**src/rtl/alu_pkg.sv**
```systemverilog
// alu_pkg: shared types and helpers for the execute-stage ALU.
//   alu_op_e           4-bit operation code (13..15 are illegal)
//   alu_state_e        control FSM state {IDLE, SHIFT}
//   ALU_OP_ILLEGAL_MIN first illegal opcode value
//   is_shift()         true for SLL/SRL/SRA
package alu_pkg;

  typedef enum logic [3:0] {
    ALU_ADD  = 4'd0,
    ALU_SUB  = 4'd1,
    ALU_XOR  = 4'd2,
    ALU_OR   = 4'd3,
    ALU_AND  = 4'd4,
    ALU_SLL  = 4'd5,
    ALU_SRL  = 4'd6,
    ALU_SRA  = 4'd7,
    ALU_SLT  = 4'd8,
    ALU_SLTU = 4'd9,
    ALU_EQ   = 4'd10,
    ALU_GE   = 4'd11,
    ALU_GEU  = 4'd12
  } alu_op_e;

  typedef enum logic {
    IDLE  = 1'b0,
    SHIFT = 1'b1
  } alu_state_e;

  localparam logic [3:0] ALU_OP_ILLEGAL_MIN = 4'd13;

  function automatic logic is_shift(input alu_op_e op);
    return (op == ALU_SLL) || (op == ALU_SRL) || (op == ALU_SRA);
  endfunction

endpackage

```
**src/rtl/alu_comb.sv**
```systemverilog
// alu_comb: single-cycle combinational datapath for every operation,
// including full-width shifts.
//   a, b    operands; b[$clog2(XLEN)-1:0] is the shift amount
//   op      operation code
//   result  operation result (0 for illegal codes)
//   illegal op is outside the defined opcode range
module alu_comb
  import alu_pkg::*;
#(
  parameter int XLEN = 32
) (
  input  logic [XLEN-1:0] a,
  input  logic [XLEN-1:0] b,
  input  alu_op_e         op,
  output logic [XLEN-1:0] result,
  output logic            illegal
);

  localparam int SHW = $clog2(XLEN);

  logic [SHW-1:0] shamt;
  assign shamt = b[SHW-1:0];

  assign illegal = (op >= ALU_OP_ILLEGAL_MIN);

  always_comb begin
    result = '0;
    case (op)
      ALU_ADD:  result = a + b;
      ALU_SUB:  result = a - b;
      ALU_XOR:  result = a ^ b;
      ALU_OR:   result = a | b;
      ALU_AND:  result = a & b;
      ALU_SLL:  result = a << shamt;
      ALU_SRL:  result = a >> shamt;
      ALU_SRA:  result = $unsigned($signed(a) >>> shamt);
      ALU_SLT:  result = {{(XLEN-1){1'b0}}, $signed(a) < $signed(b)};
      ALU_SLTU: result = {{(XLEN-1){1'b0}}, a < b};
      ALU_EQ:   result = {{(XLEN-1){1'b0}}, a == b};
      ALU_GE:   result = {{(XLEN-1){1'b0}}, $signed(a) >= $signed(b)};
      ALU_GEU:  result = {{(XLEN-1){1'b0}}, a >= b};
      default:  result = '0;
    endcase
  end

endmodule

```
**src/rtl/alu_unit.sv**
```systemverilog
// alu_unit: handshaked execute-stage ALU with a registered result and an
// optional bit-serial shifter (SHIFT_STEP bits per cycle).
//   clk, rst_n            clock, asynchronous active-low reset
//   flush                 synchronous flush: drops the output and any shift
//   in_valid/in_ready     request handshake; in_op, in_a, in_b, in_tag payload
//   out_valid/out_ready   result handshake; out_result, out_tag, out_illegal
//   busy                  FSM is in SHIFT
//
// Handshake: a transfer happens on a rising edge where valid and ready are
// both high. Once out_valid is high, the output payload is stable until the
// edge where out_ready is also high. in_ready never depends on in_valid.
module alu_unit
  import alu_pkg::*;
#(
  parameter int XLEN       = 32,
  parameter int SHIFT_STEP = 32,
  parameter int TAG_W      = 5
) (
  input  logic             clk,
  input  logic             rst_n,
  input  logic             flush,
  input  logic             in_valid,
  output logic             in_ready,
  input  alu_op_e          in_op,
  input  logic [XLEN-1:0]  in_a,
  input  logic [XLEN-1:0]  in_b,
  input  logic [TAG_W-1:0] in_tag,
  output logic             out_valid,
  input  logic             out_ready,
  output logic [XLEN-1:0]  out_result,
  output logic [TAG_W-1:0] out_tag,
  output logic             out_illegal,
  output logic             busy
);

  localparam int              SHW    = $clog2(XLEN);
  localparam logic [SHW:0]    STEP_L = (SHW+1)'(SHIFT_STEP);
  localparam bit              SERIAL = (SHIFT_STEP < XLEN);

  alu_state_e       state, state_n;
  logic [XLEN-1:0]  sh_val, sh_val_n;
  logic [SHW-1:0]   sh_rem, sh_rem_n;
  logic             sh_left, sh_left_n;
  logic             sh_fill, sh_fill_n;
  logic [TAG_W-1:0] sh_tag, sh_tag_n;

  logic             load;
  logic [XLEN-1:0]  load_result;
  logic [TAG_W-1:0] load_tag;
  logic             load_illegal;

  logic [XLEN-1:0]  comb_result;
  logic             comb_illegal;
  logic             slot_free, accept, serial_start;
  logic [SHW-1:0]   shamt;
  logic [SHW:0]     rem_ext, step_amt, rem_after;
  logic [XLEN-1:0]  stepped;

  alu_comb #(.XLEN(XLEN)) u_comb (
    .a       (in_a),
    .b       (in_b),
    .op      (in_op),
    .result  (comb_result),
    .illegal (comb_illegal)
  );

  assign slot_free    = !out_valid || out_ready;
  assign in_ready     = (state == IDLE) && slot_free && !flush;
  assign accept       = in_valid && in_ready;
  assign shamt        = in_b[SHW-1:0];
  assign serial_start = SERIAL && is_shift(in_op) && (shamt != '0);
  assign busy         = (state == SHIFT);

  // One serial step moves min(SHIFT_STEP, rem) bits; right shifts fill
  // with the latched sign bit (zero for SRL).
  assign rem_ext   = {1'b0, sh_rem};
  assign step_amt  = (rem_ext > STEP_L) ? STEP_L : rem_ext;
  assign rem_after = rem_ext - step_amt;
  assign stepped   = sh_left ? (sh_val << step_amt)
                             : ((sh_val >> step_amt) |
                                (sh_fill ? ~({XLEN{1'b1}} >> step_amt) : '0));

  always_comb begin
    state_n      = state;
    sh_val_n     = sh_val;
    sh_rem_n     = sh_rem;
    sh_left_n    = sh_left;
    sh_fill_n    = sh_fill;
    sh_tag_n     = sh_tag;
    load         = 1'b0;
    load_result  = comb_result;
    load_tag     = in_tag;
    load_illegal = comb_illegal;
    case (state)
      IDLE: begin
        if (accept) begin
          if (serial_start) begin
            state_n   = SHIFT;
            sh_val_n  = in_a;
            sh_rem_n  = shamt;
            sh_left_n = (in_op == ALU_SLL);
            sh_fill_n = (in_op == ALU_SRA) && in_a[XLEN-1];
            sh_tag_n  = in_tag;
          end else begin
            load = 1'b1;
          end
        end
      end
      SHIFT: begin
        load_tag     = sh_tag;
        load_illegal = 1'b0;
        if (sh_rem != '0) begin
          sh_val_n = stepped;
          sh_rem_n = rem_after[SHW-1:0];
          // The last step and the output load share an edge, so a shift
          // takes ceil(shamt/SHIFT_STEP) cycles in SHIFT.
          if ((rem_after == '0) && slot_free) begin
            load        = 1'b1;
            load_result = stepped;
            state_n     = IDLE;
          end
        end else if (slot_free) begin
          load        = 1'b1;
          load_result = sh_val;
          state_n     = IDLE;
        end
      end
      default: state_n = IDLE;
    endcase
    if (flush) begin
      state_n = IDLE;
      load    = 1'b0;
    end
  end

  always_ff @(posedge clk or negedge rst_n) begin
    if (!rst_n) begin
      state       <= IDLE;
      sh_val      <= '0;
      sh_rem      <= '0;
      sh_left     <= 1'b0;
      sh_fill     <= 1'b0;
      sh_tag      <= '0;
      out_valid   <= 1'b0;
      out_result  <= '0;
      out_tag     <= '0;
      out_illegal <= 1'b0;
    end else begin
      state   <= state_n;
      sh_val  <= sh_val_n;
      sh_rem  <= sh_rem_n;
      sh_left <= sh_left_n;
      sh_fill <= sh_fill_n;
      sh_tag  <= sh_tag_n;
      if (flush) begin
        out_valid <= 1'b0;
      end else if (load) begin
        out_valid   <= 1'b1;
        out_result  <= load_result;
        out_tag     <= load_tag;
        out_illegal <= load_illegal;
      end else if (out_ready) begin
        out_valid <= 1'b0;
      end
    end
  end

endmodule

```
**config.mk**
```make
export PLATFORM = sky130hd
export DESIGN_NAME = alu_unit
export DESIGN_NICKNAME = d
export VERILOG_FILES = /design/src/rtl/alu_pkg.sv /design/src/rtl/alu_comb.sv /design/src/rtl/alu_unit.sv
export SDC_FILE = /design/constraint.sdc
export NUM_CORES = 1
export LEC_CHECK = 0
export CELL_PAD_IN_SITES_DETAIL_PLACEMENT = 2
export CELL_PAD_IN_SITES_GLOBAL_PLACEMENT = 2
export CORE_AREA = 2 2 179 181
export DETAILED_ROUTE_END_ITERATION = 8
export DIE_AREA = 0 0 181 183
export GPL_ROUTABILITY_DRIVEN = 0
export GPL_TIMING_DRIVEN = 0
export MAX_ROUTING_LAYER = met4
export PLACE_DENSITY_LB_ADDON = 0.2
export SLEW_MARGIN = 5
export SYNTH_ARGS = -nofsm -noshare
export SYNTH_HDL_FRONTEND = slang
export SYNTH_HIERARCHICAL = 1
export SYNTH_SLANG_ARGS = --single-unit
```
**constraint.sdc**
```tcl
create_clock -name clk -period 2.9 [get_ports clk]
set_input_delay 0.29 -clock clk [delete_from_list [all_inputs] [get_ports clk]]
set_output_delay 0.29 -clock clk [all_outputs]
set_load 0.005 [all_outputs]
```
==> flow_results.xml, run 1 <==
<?xml version="1.0" encoding="UTF-8"?>
<metrics>
  <group name="run_status">
    <metric name="run_status" unit="">aborted with a tool error</metric>
    <metric name="stop_stage" unit="">global routing (5_1_grt)</metric>
    <metric name="error_that_stopped_the_run" unit="">[ERROR GRT-0232] Routing congestion too high. Check the congestion heatmap in the GUI.</metric>
  </group>
  <group name="cts">
    <metric name="cts-root-to-sink-buffers" unit="">2</metric>
    <metric name="sinks_on_clock_net" unit="">56</metric>
    <metric name="cell_chosen_for_the_clock_root" unit="">sky130_fd_sc_hd__clkbuf_16</metric>
    <metric name="cts-buffers-inserted" unit="">5</metric>
    <metric name="hold_bufs_inserted_after_cts" unit="">0</metric>
    <metric name="cts.htree.levels" unit="">2</metric>
  </group>
  <group name="synth">
    <metric name="synthFlopType" unit="">sky130_fd_sc_hd__dfrtp_1</metric>
    <metric name="synth_enable_flop_cells" unit="">0</metric>
    <metric name="synth.yosys.warnings" unit="">6</metric>
    <metric name="syn_area" unit="mm^2">0.01136</metric>
    <metric name="synth_seq_cells" unit="">56</metric>
    <metric name="synthesis.instances" unit="">1542</metric>
    <metric name="synth.distinct_cells" unit="">88</metric>
    <metric name="asyncSetResetFlopFracSynth" unit="">1.000</metric>
    <metric name="synthesis.area_per_instance" unit="um^2">7.366</metric>
    <metric name="portion_of_the_post_synthesis_area_used_by_sequential_elements" unit="">0.1234</metric>
    <metric name="synth_fp_nets" unit="">1719</metric>
  </group>
  <group name="die">
    <metric name="cell_rows" unit="">65</metric>
    <metric name="i_o_pin_count" unit="">119</metric>
    <metric name="fp.dieH" unit="um">183</metric>
    <metric name="chipWidth" unit="um">181</metric>
    <metric name="starting_density_of_the_core" unit="">0.3637</metric>
  </group>
  <group name="grt">
    <metric name="grt_start_max_net_pins" unit="">35</metric>
    <metric name="gr-total-overflow" unit="">241</metric>
    <metric name="grt_antenna_before_repair" unit="">10</metric>
    <metric name="total_global_route_track_usage" unit="">0.8318</metric>
  </group>
  <group name="placement">
    <metric name="io_port_bufs" unit="">114</metric>
    <metric name="dp.final_hpwl" unit="um">53840</metric>
  </group>
  <group name="sta">
    <metric name="timing.grt.repair.worst_endpoint" unit="">out_result[25]$_DFFE_PN0P_/D</metric>
    <metric name="worst_path_end_type" unit="">register data pin</metric>
  </group>
</metrics>
-- synth_stat cells, types with 5 or more instances --
cell	count	area share
sky130_fd_sc_hd__nor2_1	176	0.058
sky130_fd_sc_hd__nand2_1	139	0.046
sky130_fd_sc_hd__o21ai_0	134	0.059
sky130_fd_sc_hd__a21oi_1	132	0.058
sky130_fd_sc_hd__ha_1	97	0.11
sky130_fd_sc_hd__inv_1	97	0.032
sky130_fd_sc_hd__clkbuf_1	79	0.026
sky130_fd_sc_hd__mux2i_1	72	0.063
sky130_fd_sc_hd__dfrtp_1	56	0.12
sky130_fd_sc_hd__nor3_1	39	0.017
sky130_fd_sc_hd__mux4_2	33	0.065
sky130_fd_sc_hd__a21o_1	27	0.018
sky130_fd_sc_hd__a211oi_1	25	0.017
sky130_fd_sc_hd__nor4_1	24	0.013
sky130_fd_sc_hd__nand3_1	23	0.010
sky130_fd_sc_hd__o211ai_1	20	0.013
sky130_fd_sc_hd__buf_1	18	0.0059
sky130_fd_sc_hd__o221ai_1	18	0.014
sky130_fd_sc_hd__a21boi_0	17	0.011
sky130_fd_sc_hd__a221oi_1	17	0.013
sky130_fd_sc_hd__mux2_2	17	0.017
sky130_fd_sc_hd__a31oi_1	14	0.0077
sky130_fd_sc_hd__nand2b_1	14	0.0077
sky130_fd_sc_hd__o22ai_1	14	0.0077
sky130_fd_sc_hd__buf_2	13	0.0057
sky130_fd_sc_hd__a211o_1	11	0.0085
sky130_fd_sc_hd__a22oi_1	11	0.0073
sky130_fd_sc_hd__o21bai_1	11	0.0073
sky130_fd_sc_hd__or3_1	11	0.0061
sky130_fd_sc_hd__a22o_1	10	0.0077
sky130_fd_sc_hd__mux2_4	10	0.013
sky130_fd_sc_hd__nand4_1	10	0.0055
sky130_fd_sc_hd__a221o_1	9	0.0079
sky130_fd_sc_hd__nor2b_1	9	0.0050
sky130_fd_sc_hd__o2111ai_1	9	0.0069
sky130_fd_sc_hd__clkbuf_8	8	0.0097
sky130_fd_sc_hd__xnor2_1	8	0.0062
sky130_fd_sc_hd__buf_4	7	0.0046
sky130_fd_sc_hd__buf_6	7	0.0069
sky130_fd_sc_hd__o21a_1	7	0.0046
sky130_fd_sc_hd__o31ai_1	7	0.0046
sky130_fd_sc_hd__a2111oi_0	6	0.0046
sky130_fd_sc_hd__and3_1	5	0.0028
-- metrics by stage --
stage,cell area [um^2],setup slack (ps),hold WS (ps),TNS (ps),instances
4_1_cts,15430,-838.5,118.7,-11450,2156
3_5_place_dp,13340,-2184,441.1,-56380,2059
3_3_place_gp,13320,-2088,439.3,-60390,2058
2_1_floorplan,11670,-530.8,-5.591,-3002,1542
-- cells by family after synthesis --
family / after synthesis / share of synthesized area
muxes: 132 / 0.1590
DFF: 56 / 0.1234
adders and majority gates: 99 / 0.1104
buffers and inverters: 232 / 0.09308
AOI/OAI and AO/OA: 539 / 0.3160
and+or+nand+nor: 475 / 0.1912
xor gates and xnor gates: 9 / 0.006940
-- metal layers --
metal,global-route usage,GRT overflow
met2,0.9788,136
met1,0.8185,4
met4,0.8257,93
met3,0.6674,8
met5,-,-
-- repair_timing --
action                                  4_1_cts
setup buffers                                90
gates resized for setup                     511
gates cloned                                  1
endpoints found under the setup margin       32
pin swaps                                    99
==> inputs of run 2 (changes only) <==
Settings changed: CELL_PAD_IN_SITES_DETAIL_PLACEMENT 2 to unset, CELL_PAD_IN_SITES_GLOBAL_PLACEMENT 2 to unset, CORE_AREA 2 2 179 181 to 2 2 198 200, DIE_AREA 0 0 181 183 to 0 0 200 202, MAX_ROUTING_LAYER met4 to unset, PLACE_DENSITY_LB_ADDON 0.2 to 0.15.
==> flow_results.xml, run 2 <==
<?xml version="1.0" encoding="UTF-8"?>
<metrics>
  <group name="die">
    <metric name="starting_density_of_the_core" unit="">0.2967</metric>
    <metric name="cell_rows" unit="">72</metric>
    <metric name="die-area" unit="mm^2">0.04040</metric>
    <metric name="i_o_pin_count" unit="">119</metric>
    <metric name="fp.dieH" unit="um">202</metric>
    <metric name="chipWidth" unit="um">200</metric>
    <metric name="core_area" unit="mm^2">0.03829</metric>
  </group>
  <group name="setup_path">
    <metric name="cp_data_arrival_time" unit="ps">3900</metric>
    <metric name="path_common_cell" unit="">sky130_fd_sc_hd__buf_12</metric>
    <metric name="crit_required" unit="ps">3140</metric>
    <metric name="critical_path.endpoint_type" unit="">flip-flop</metric>
    <metric name="critPathSlowestCell" unit="">sky130_fd_sc_hd__o41a_1</metric>
    <metric name="critPathMaxFanout" unit="">4</metric>
    <metric name="type_of_element_launching_the_critical_path" unit="">input pin</metric>
    <metric name="crit_chain" unit="">buf_12 &gt; buf_12 &gt; inv_8 &gt; buf_12 &gt; ha_4 &gt; buf_4 &gt; a211oi_4 &gt; nor3_2 &gt; o41a_1 &gt; o2111a_1 &gt; o31a_1 &gt; o21ai_2 &gt; and2_4 &gt; o21a_1 &gt; mux2_4 &gt; o221ai_4 &gt; mux2i_1 &gt; nor4_1 &gt; a21o_1</metric>
    <metric name="timing_worst_setup_path_type" unit="">input pin to flip-flop</metric>
    <metric name="slowest_stage_delay_cp" unit="ps">380</metric>
  </group>
  <group name="cts">
    <metric name="cts-root-to-sink-buffers" unit="">2</metric>
    <metric name="insertion_delay" unit="ps">290</metric>
    <metric name="tritoncts" unit="">yes</metric>
    <metric name="sinks_on_clock_net" unit="">56</metric>
    <metric name="cts-buffers-inserted" unit="">5</metric>
    <metric name="cts.htree.levels" unit="">2</metric>
    <metric name="clk_transition_reported_paths" unit="ps">70</metric>
    <metric name="cell_chosen_for_the_clock_root" unit="">sky130_fd_sc_hd__clkbuf_16</metric>
  </group>
  <group name="placement">
    <metric name="placement.setup.worst_slack" unit="ps">-2102</metric>
    <metric name="io_port_bufs" unit="">114</metric>
    <metric name="place_area" unit="mm^2">0.01348</metric>
    <metric name="dp.final_hpwl" unit="um">45790</metric>
  </group>
  <group name="finish">
    <metric name="largest_register_ff_count" unit="">32</metric>
    <metric name="synthToLayoutAreaGrowth" unit="%">45.65</metric>
    <metric name="most-common-layout-cells" unit="">sky130_fd_sc_hd__nor2_1 (158), sky130_fd_sc_hd__buf_4 (134), sky130_fd_sc_hd__nand2_1 (133), sky130_fd_sc_hd__a21oi_1 (102), sky130_fd_sc_hd__o21ai_0 (91)</metric>
    <metric name="final_common_cell" unit="">sky130_fd_sc_hd__nor2_1</metric>
    <metric name="finalInstanceArea" unit="mm^2">0.01654</metric>
    <metric name="biggestRegsByFlops" unit="">out_result (32), sh_val (16), out_tag (5)</metric>
    <metric name="finalNetCount" unit="">1981</metric>
    <metric name="drive_gt1_frac" unit="">0.3374</metric>
    <metric name="largest_reg_by_ff_count" unit="">out_result</metric>
  </group>
  <group name="synth">
    <metric name="synthesis.area_per_instance" unit="um^2">7.366</metric>
    <metric name="synth.distinct_cells" unit="">88</metric>
    <metric name="netlist_top_cells_area" unit="">sky130_fd_sc_hd__dfrtp_1 (12%), sky130_fd_sc_hd__ha_1 (11%), sky130_fd_sc_hd__mux4_2 (6.5%), sky130_fd_sc_hd__mux2i_1 (6.3%), sky130_fd_sc_hd__o21ai_0 (5.9%)</metric>
    <metric name="post_synth_mux_area_share" unit="">0.1590</metric>
    <metric name="synth_enable_flop_cells" unit="">0</metric>
    <metric name="synthAdderAreaFrac" unit="">0.1104</metric>
    <metric name="synth.yosys.warnings" unit="">6</metric>
    <metric name="synthFlopType" unit="">sky130_fd_sc_hd__dfrtp_1</metric>
    <metric name="asyncSetResetFlopFracSynth" unit="">1.000</metric>
    <metric name="synth-compound-area-share" unit="">0.3160</metric>
    <metric name="portion_of_the_post_synthesis_area_used_by_sequential_elements" unit="">0.1234</metric>
    <metric name="syn_area" unit="mm^2">0.01136</metric>
    <metric name="synth_top_family_by_area" unit="">compound AO/OA/AOI/OAI gates</metric>
    <metric name="synth_seq_cells" unit="">56</metric>
    <metric name="yosys.cell_count.top_type" unit="">sky130_fd_sc_hd__nor2_1</metric>
    <metric name="yosys.area_share.xor_xnor" unit="">0.006940</metric>
    <metric name="synth_simple_gate_area_share" unit="">0.1912</metric>
    <metric name="synth.top_cells.by_count" unit="">sky130_fd_sc_hd__nor2_1 (176), sky130_fd_sc_hd__nand2_1 (139), sky130_fd_sc_hd__o21ai_0 (134)</metric>
    <metric name="synthesis.instances" unit="">1542</metric>
    <metric name="synth_fp_nets" unit="">1719</metric>
    <metric name="synthDominantCellAreaShare" unit="">0.1234</metric>
    <metric name="post-synth-top-area-cell" unit="">sky130_fd_sc_hd__dfrtp_1</metric>
  </group>
  <group name="sta">
    <metric name="final_max_slew_viol_count" unit="">0</metric>
    <metric name="final_min_period_over_clock_period" unit="">1.262</metric>
    <metric name="slew_headroom" unit="">0.3716</metric>
    <metric name="tightestPinTransition" unit="ps">942.6</metric>
    <metric name="fin_hold_ws" unit="ps">-8.755</metric>
    <metric name="postLayoutSetupSlackWorst" unit="ps">-760.8</metric>
    <metric name="setup_viol" unit="">27</metric>
    <metric name="hold_viol" unit="">17</metric>
    <metric name="rsz0062_at_grt" unit="">yes</metric>
    <metric name="final_period_minus_worst_setup_slack" unit="ps">3661</metric>
    <metric name="fmaxAchievable" unit="MHz">273.2</metric>
    <metric name="clock_skew" unit="ps">3.442</metric>
  </group>
  <group name="grt">
    <metric name="gr-total-overflow" unit="">0</metric>
    <metric name="grt_start_max_net_pins" unit="">34</metric>
    <metric name="total_global_route_track_usage" unit="">0.2906</metric>
    <metric name="grt_pass1_vias" unit="">13370</metric>
    <metric name="grt_first_pass_wirelength" unit="um">87800</metric>
    <metric name="grt_antenna_before_repair" unit="">4</metric>
  </group>
  <group name="power_and_ir_drop">
    <metric name="total_power" unit="uW">4938</metric>
    <metric name="powerDensity" unit="mW/mm^2">298.5</metric>
    <metric name="worst_vdd_drop" unit="mV">0.2525</metric>
    <metric name="total_leakage_power" unit="uW">0.006849</metric>
  </group>
  <group name="run_status">
    <metric name="run_status" unit="">finished with violations</metric>
    <metric name="violations" unit="">hold timing, setup timing</metric>
  </group>
  <group name="min_path">
    <metric name="min_path_type" unit="">input pin to async pin</metric>
  </group>
  <group name="drt">
    <metric name="route.vias.total" unit="">14510</metric>
    <metric name="route.detailed.vias_per_inst" unit="">6.240</metric>
    <metric name="count_of_tritonroute_iterations_in_the_first_routing_pass" unit="">7</metric>
    <metric name="number_of_design_rule_violations_left_after_detail_routing" unit="">0</metric>
    <metric name="detail_route.wl_per_cell" unit="um">26.21</metric>
    <metric name="antenna_violating_nets_left" unit="">0</metric>
    <metric name="drtIter0Drc" unit="">1706</metric>
    <metric name="drt_wl_total" unit="um">60930</metric>
  </group>
  <group name="flow_run">
    <metric name="drv_cap" unit="">0</metric>
  </group>
</metrics>
## run 2: cell counts after synthesis
No cell type changed its count.
## run 2: routing by layer
metal / up-vias / global-route usage / share of wire / wire length [um]
li1: 6221 / - / - / -
met1: 6887 / 0.3850 / 0.38 / 23310
met2: 1157 / 0.4518 / 0.43 / 25910
met3: 244 / 0.06324 / 0.12 / 7490
met4: 0 / 0.1278 / 0.069 / 4217
met5: - / 0 / 0 / 0
## run 2: worst paths after layout
| check | from | end | slack, ps | depth (start not counted) |
|---|---|---|---|---|
| setup / recovery | in_b[1] | out_result[25] | -760 | 19 |
| hold / removal | rst_n | out_illegal | -9 | 1 |
| setup reg to reg | out_valid | out_result[9] | 1140 | 5 |
| hold reg to reg | sh_val[19] | sh_val[19] | 460 | 1 |
| max in group asynchronous | rst_n | out_result[24] | 2330 | 2 |
| min in group clk | sh_val[19] | sh_val[19] | 460 | 1 |
## run 2: power by group
part,internal (uW),total [uW],switching [uW]
Combinational,1500,3360,1860
Clock,346,628,282
Sequential,884,945,60.9
Total,2730,4940,2210
## run 2: metrics by stage
| stage | std cells | utilization | TNS, ps |
|---|---|---|---|
| after floorplan | 1542 | - | -3002 |
| after global placement | 2174 | 0.3517 | -69170 |
| after detailed placement | 2175 | 0.3521 | -53750 |
| after CTS | 2278 | 0.4003 | -9762 |
| after global routing | 2324 | 0.4320 | -12770 |
| final | 2325 | 0.4321 | -11010 |
## run 2: repair_timing
action,in CTS,in global routing
resized for setup,456,282
setup endpoints to repair,32,32
hold buffers,0,0
setup buffers,105,65
pin swaps,89,108
## run 2: final cells by class
type	count	area, um^2
fill	3847	21740
multi-input combinational	1254	10490
timing repair buffer	263	2434
sequential	56	1401
buffer	125	955.9
tap	518	648.1
inverter	99	454.2
clock buffer	6	138.9
clock inverter	2	13.76
antenna	2	5.005
## run 2: worst max-delay path: cells and delay by family
kind                       cells  cell delay (ps)
and+or+nand+nor                3              570
AOI/OAI and AO/OA              8             1870
adders and majority gates      1              200
muxes                          2              410
buffers and inverters          5              530
## run 2: logic make-up (layout without fill, tap and decap cells)
| logic type | Yosys count | in the layout |
|---|---|---|
| xor+xnor | 9 | 9 |
| buf+inv | 232 | 495 |
| compound gates | 539 | 539 |
| fa+ha+maj | 99 | 99 |
| simple gates | 475 | 475 |
| other cells | 0 | 2 |
| flops | 56 | 56 |
| mux | 132 | 132 |
(Power assumes the default switching activity.)
==> inputs of run 3 (changes only) <==
Clock period 2.9 ns to 3.6 ns, I/O delays scaled along.
==> flow_results.xml, run 3 (synthesized netlist as in run 2, its figures left out) <==
<?xml version="1.0" encoding="UTF-8"?>
<metrics>
  <group name="run_status">
    <metric name="run_status" unit="">finished with violations</metric>
    <metric name="violations" unit="">setup timing</metric>
  </group>
  <group name="drt">
    <metric name="antenna_violating_nets_left" unit="">0</metric>
    <metric name="route.detailed.vias_per_inst" unit="">6.162</metric>
    <metric name="drtIter0Drc" unit="">1781</metric>
    <metric name="drt_wl_total" unit="um">58200</metric>
    <metric name="number_of_design_rule_violations_left_after_detail_routing" unit="">0</metric>
    <metric name="route.vias.total" unit="">13860</metric>
    <metric name="count_of_tritonroute_iterations_in_the_first_routing_pass" unit="">8</metric>
    <metric name="detail_route.wl_per_cell" unit="um">25.88</metric>
  </group>
  <group name="sta">
    <metric name="final_period_minus_worst_setup_slack" unit="ps">3724</metric>
    <metric name="hold_viol" unit="">0</metric>
    <metric name="clock_skew" unit="ps">3.306</metric>
    <metric name="setup_total_neg_slack" unit="ps">-241.1</metric>
    <metric name="final_min_period_over_clock_period" unit="">1.034</metric>
    <metric name="fmaxAchievable" unit="MHz">268.6</metric>
    <metric name="rsz0062_at_grt" unit="">yes</metric>
    <metric name="postLayoutSetupSlackWorst" unit="ps">-123.5</metric>
    <metric name="fin_hold_ws" unit="ps">135.4</metric>
    <metric name="final_max_slew_viol_count" unit="">0</metric>
    <metric name="slew_headroom" unit="">0.3447</metric>
    <metric name="setup_viol" unit="">2</metric>
    <metric name="tightestPinTransition" unit="ps">972.6</metric>
  </group>
  <group name="cts">
    <metric name="sinks_on_clock_net" unit="">56</metric>
    <metric name="cts-buffers-inserted" unit="">5</metric>
    <metric name="cts.htree.levels" unit="">2</metric>
    <metric name="cell_chosen_for_the_clock_root" unit="">sky130_fd_sc_hd__clkbuf_16</metric>
    <metric name="insertion_delay" unit="ps">300</metric>
    <metric name="clk_transition_reported_paths" unit="ps">70</metric>
    <metric name="tritoncts" unit="">yes</metric>
    <metric name="cts-root-to-sink-buffers" unit="">2</metric>
  </group>
  <group name="setup_path">
    <metric name="cp_data_arrival_time" unit="ps">3920</metric>
    <metric name="critPathMaxFanout" unit="">3</metric>
    <metric name="crit_required" unit="ps">3800</metric>
    <metric name="type_of_element_launching_the_critical_path" unit="">input pin</metric>
    <metric name="timing_worst_setup_path_type" unit="">input pin to flip-flop</metric>
    <metric name="critical_path.endpoint_type" unit="">flip-flop</metric>
  </group>
  <group name="grt">
    <metric name="grt_antenna_before_repair" unit="">1</metric>
    <metric name="total_global_route_track_usage" unit="">0.2796</metric>
    <metric name="grt_first_pass_wirelength" unit="um">84550</metric>
    <metric name="grt_pass1_vias" unit="">13060</metric>
    <metric name="gr-total-overflow" unit="">0</metric>
    <metric name="grt_start_max_net_pins" unit="">34</metric>
  </group>
  <group name="placement">
    <metric name="io_port_bufs" unit="">114</metric>
    <metric name="dp_cells" unit="">2175</metric>
    <metric name="place_area" unit="mm^2">0.01326</metric>
    <metric name="dp.final_hpwl" unit="um">45220</metric>
  </group>
  <group name="min_path">
    <metric name="min_path_type" unit="">input pin to async pin</metric>
  </group>
  <group name="finish">
    <metric name="drive_gt1_frac" unit="">0.2237</metric>
    <metric name="biggestRegsByFlops" unit="">out_result (32), sh_val (16), out_tag (5)</metric>
    <metric name="layoutNonFillerInstCount" unit="">2249</metric>
    <metric name="finalInstanceArea" unit="mm^2">0.01480</metric>
    <metric name="finalNetCount" unit="">1906</metric>
    <metric name="most-common-layout-cells" unit="">sky130_fd_sc_hd__nor2_1 (169), sky130_fd_sc_hd__nand2_1 (134), sky130_fd_sc_hd__o21ai_0 (119), sky130_fd_sc_hd__a21oi_1 (116), sky130_fd_sc_hd__inv_1 (83)</metric>
    <metric name="synthToLayoutAreaGrowth" unit="%">30.28</metric>
    <metric name="largest_register_ff_count" unit="">32</metric>
    <metric name="largest_reg_by_ff_count" unit="">out_result</metric>
    <metric name="final_common_cell" unit="">sky130_fd_sc_hd__nor2_1</metric>
  </group>
  <group name="die">
    <metric name="core_area" unit="mm^2">0.03829</metric>
    <metric name="cell_rows" unit="">72</metric>
    <metric name="fp.dieH" unit="um">202</metric>
    <metric name="chipWidth" unit="um">200</metric>
    <metric name="die-area" unit="mm^2">0.04040</metric>
    <metric name="starting_density_of_the_core" unit="">0.2967</metric>
    <metric name="i_o_pin_count" unit="">119</metric>
  </group>
  <group name="power_and_ir_drop">
    <metric name="worst_vdd_drop" unit="mV">0.1855</metric>
    <metric name="total_leakage_power" unit="uW">0.006170</metric>
    <metric name="powerDensity" unit="mW/mm^2">245.6</metric>
    <metric name="total_power" unit="uW">3635</metric>
  </group>
  <group name="flow_run">
    <metric name="drv_cap" unit="">0</metric>
  </group>
</metrics>
## run 3: cell types whose count changed in the layout (fill, tap and decap cells not counted), moves of 11 or more
cell	delta
sky130_fd_sc_hd__a21boi_0	+13
sky130_fd_sc_hd__a21oi_1	+14
sky130_fd_sc_hd__buf_12	-16
sky130_fd_sc_hd__buf_4	-61
sky130_fd_sc_hd__buf_6	-21
sky130_fd_sc_hd__clkbuf_1	+12
sky130_fd_sc_hd__ha_1	+12
sky130_fd_sc_hd__ha_4	-12
sky130_fd_sc_hd__inv_1	+16
sky130_fd_sc_hd__nor2_1	+11
sky130_fd_sc_hd__o21ai_0	+28
sky130_fd_sc_hd__o21ai_2	-17
## run 3: through the flow
stage | worst slack, ps | utilization
floorplan | 6.923 | -
detailed placement | -2057 | 0.3463
global route | -206.1 | 0.3864
finish | -123.5 | 0.3865
CTS | -95.69 | 0.3722
global placement | -2062 | 0.3458
## run 3: path summary, 6_finish.rpt
check / from / end / slack [ps] / cells after the start
max: in_b[8] / out_result[23] / -120 / 18
min: rst_n / out_result[7] / 140 / 1
max reg2reg: out_valid / out_result[11] / 1870 / 5
min reg2reg: sh_val[26] / sh_val[26] / 460 / 1
max in group asynchronous: rst_n / sh_val[29] / 2860 / 2
min in group clk: sh_val[26] / sh_val[26] / 460 / 1
## run 3: repair_timing
item / 4_1_cts / 5_1_grt
setup endpoints to repair: 32 / 27
gates resized for setup: 260 / 150
pin swaps: 39 / 56
buffers inserted: 41 / 29
hold buffers: 0 / 0
## run 3: layout make-up
class | count | area (um^2)
Antenna cell | 1 | 2.502
Buffer | 129 | 834.6
Clock buffer | 6 | 128.9
Clock inverter | 2 | 38.79
Fill cell | 4044 | 23490
Inverter | 99 | 402.9
Multi-Input combinational cell | 1254 | 9709
Sequential cell | 56 | 1401
Tap cell | 518 | 648.1
Timing Repair Buffer | 184 | 1632
## run 3: worst max-delay path, stage by stage
cell                        delay [ps]
sky130_fd_sc_hd__buf_2             110
sky130_fd_sc_hd__inv_2              70
sky130_fd_sc_hd__ha_4              190
sky130_fd_sc_hd__buf_6             110
sky130_fd_sc_hd__or4_4             550
sky130_fd_sc_hd__a2111oi_4         200
sky130_fd_sc_hd__o31a_1            290
sky130_fd_sc_hd__o2111ai_2         210
sky130_fd_sc_hd__a31oi_4           270
sky130_fd_sc_hd__buf_6             150
sky130_fd_sc_hd__a21boi_4           60
sky130_fd_sc_hd__buf_4             160
sky130_fd_sc_hd__buf_4             140
sky130_fd_sc_hd__a211o_2           320
sky130_fd_sc_hd__a211o_1           300
sky130_fd_sc_hd__mux2i_1           180
sky130_fd_sc_hd__nor4_2             60
sky130_fd_sc_hd__a21o_1            160
## run 3: metal layers
metal	global-route usage	vias to the layer above	wire, um
li1	-	6052	-
met1	0.3672	6628	22930
met2	0.4436	942	25260
met3	0.05540	237	6343
met4	0.1206	0	3663
met5	0	-	0
## run 3: report_power, final
group	leakage, uW	switching, uW	internal [uW]
clock network	0.0000815	228	331
registers	0.000734	46.9	712
logic	0.00535	1330	984
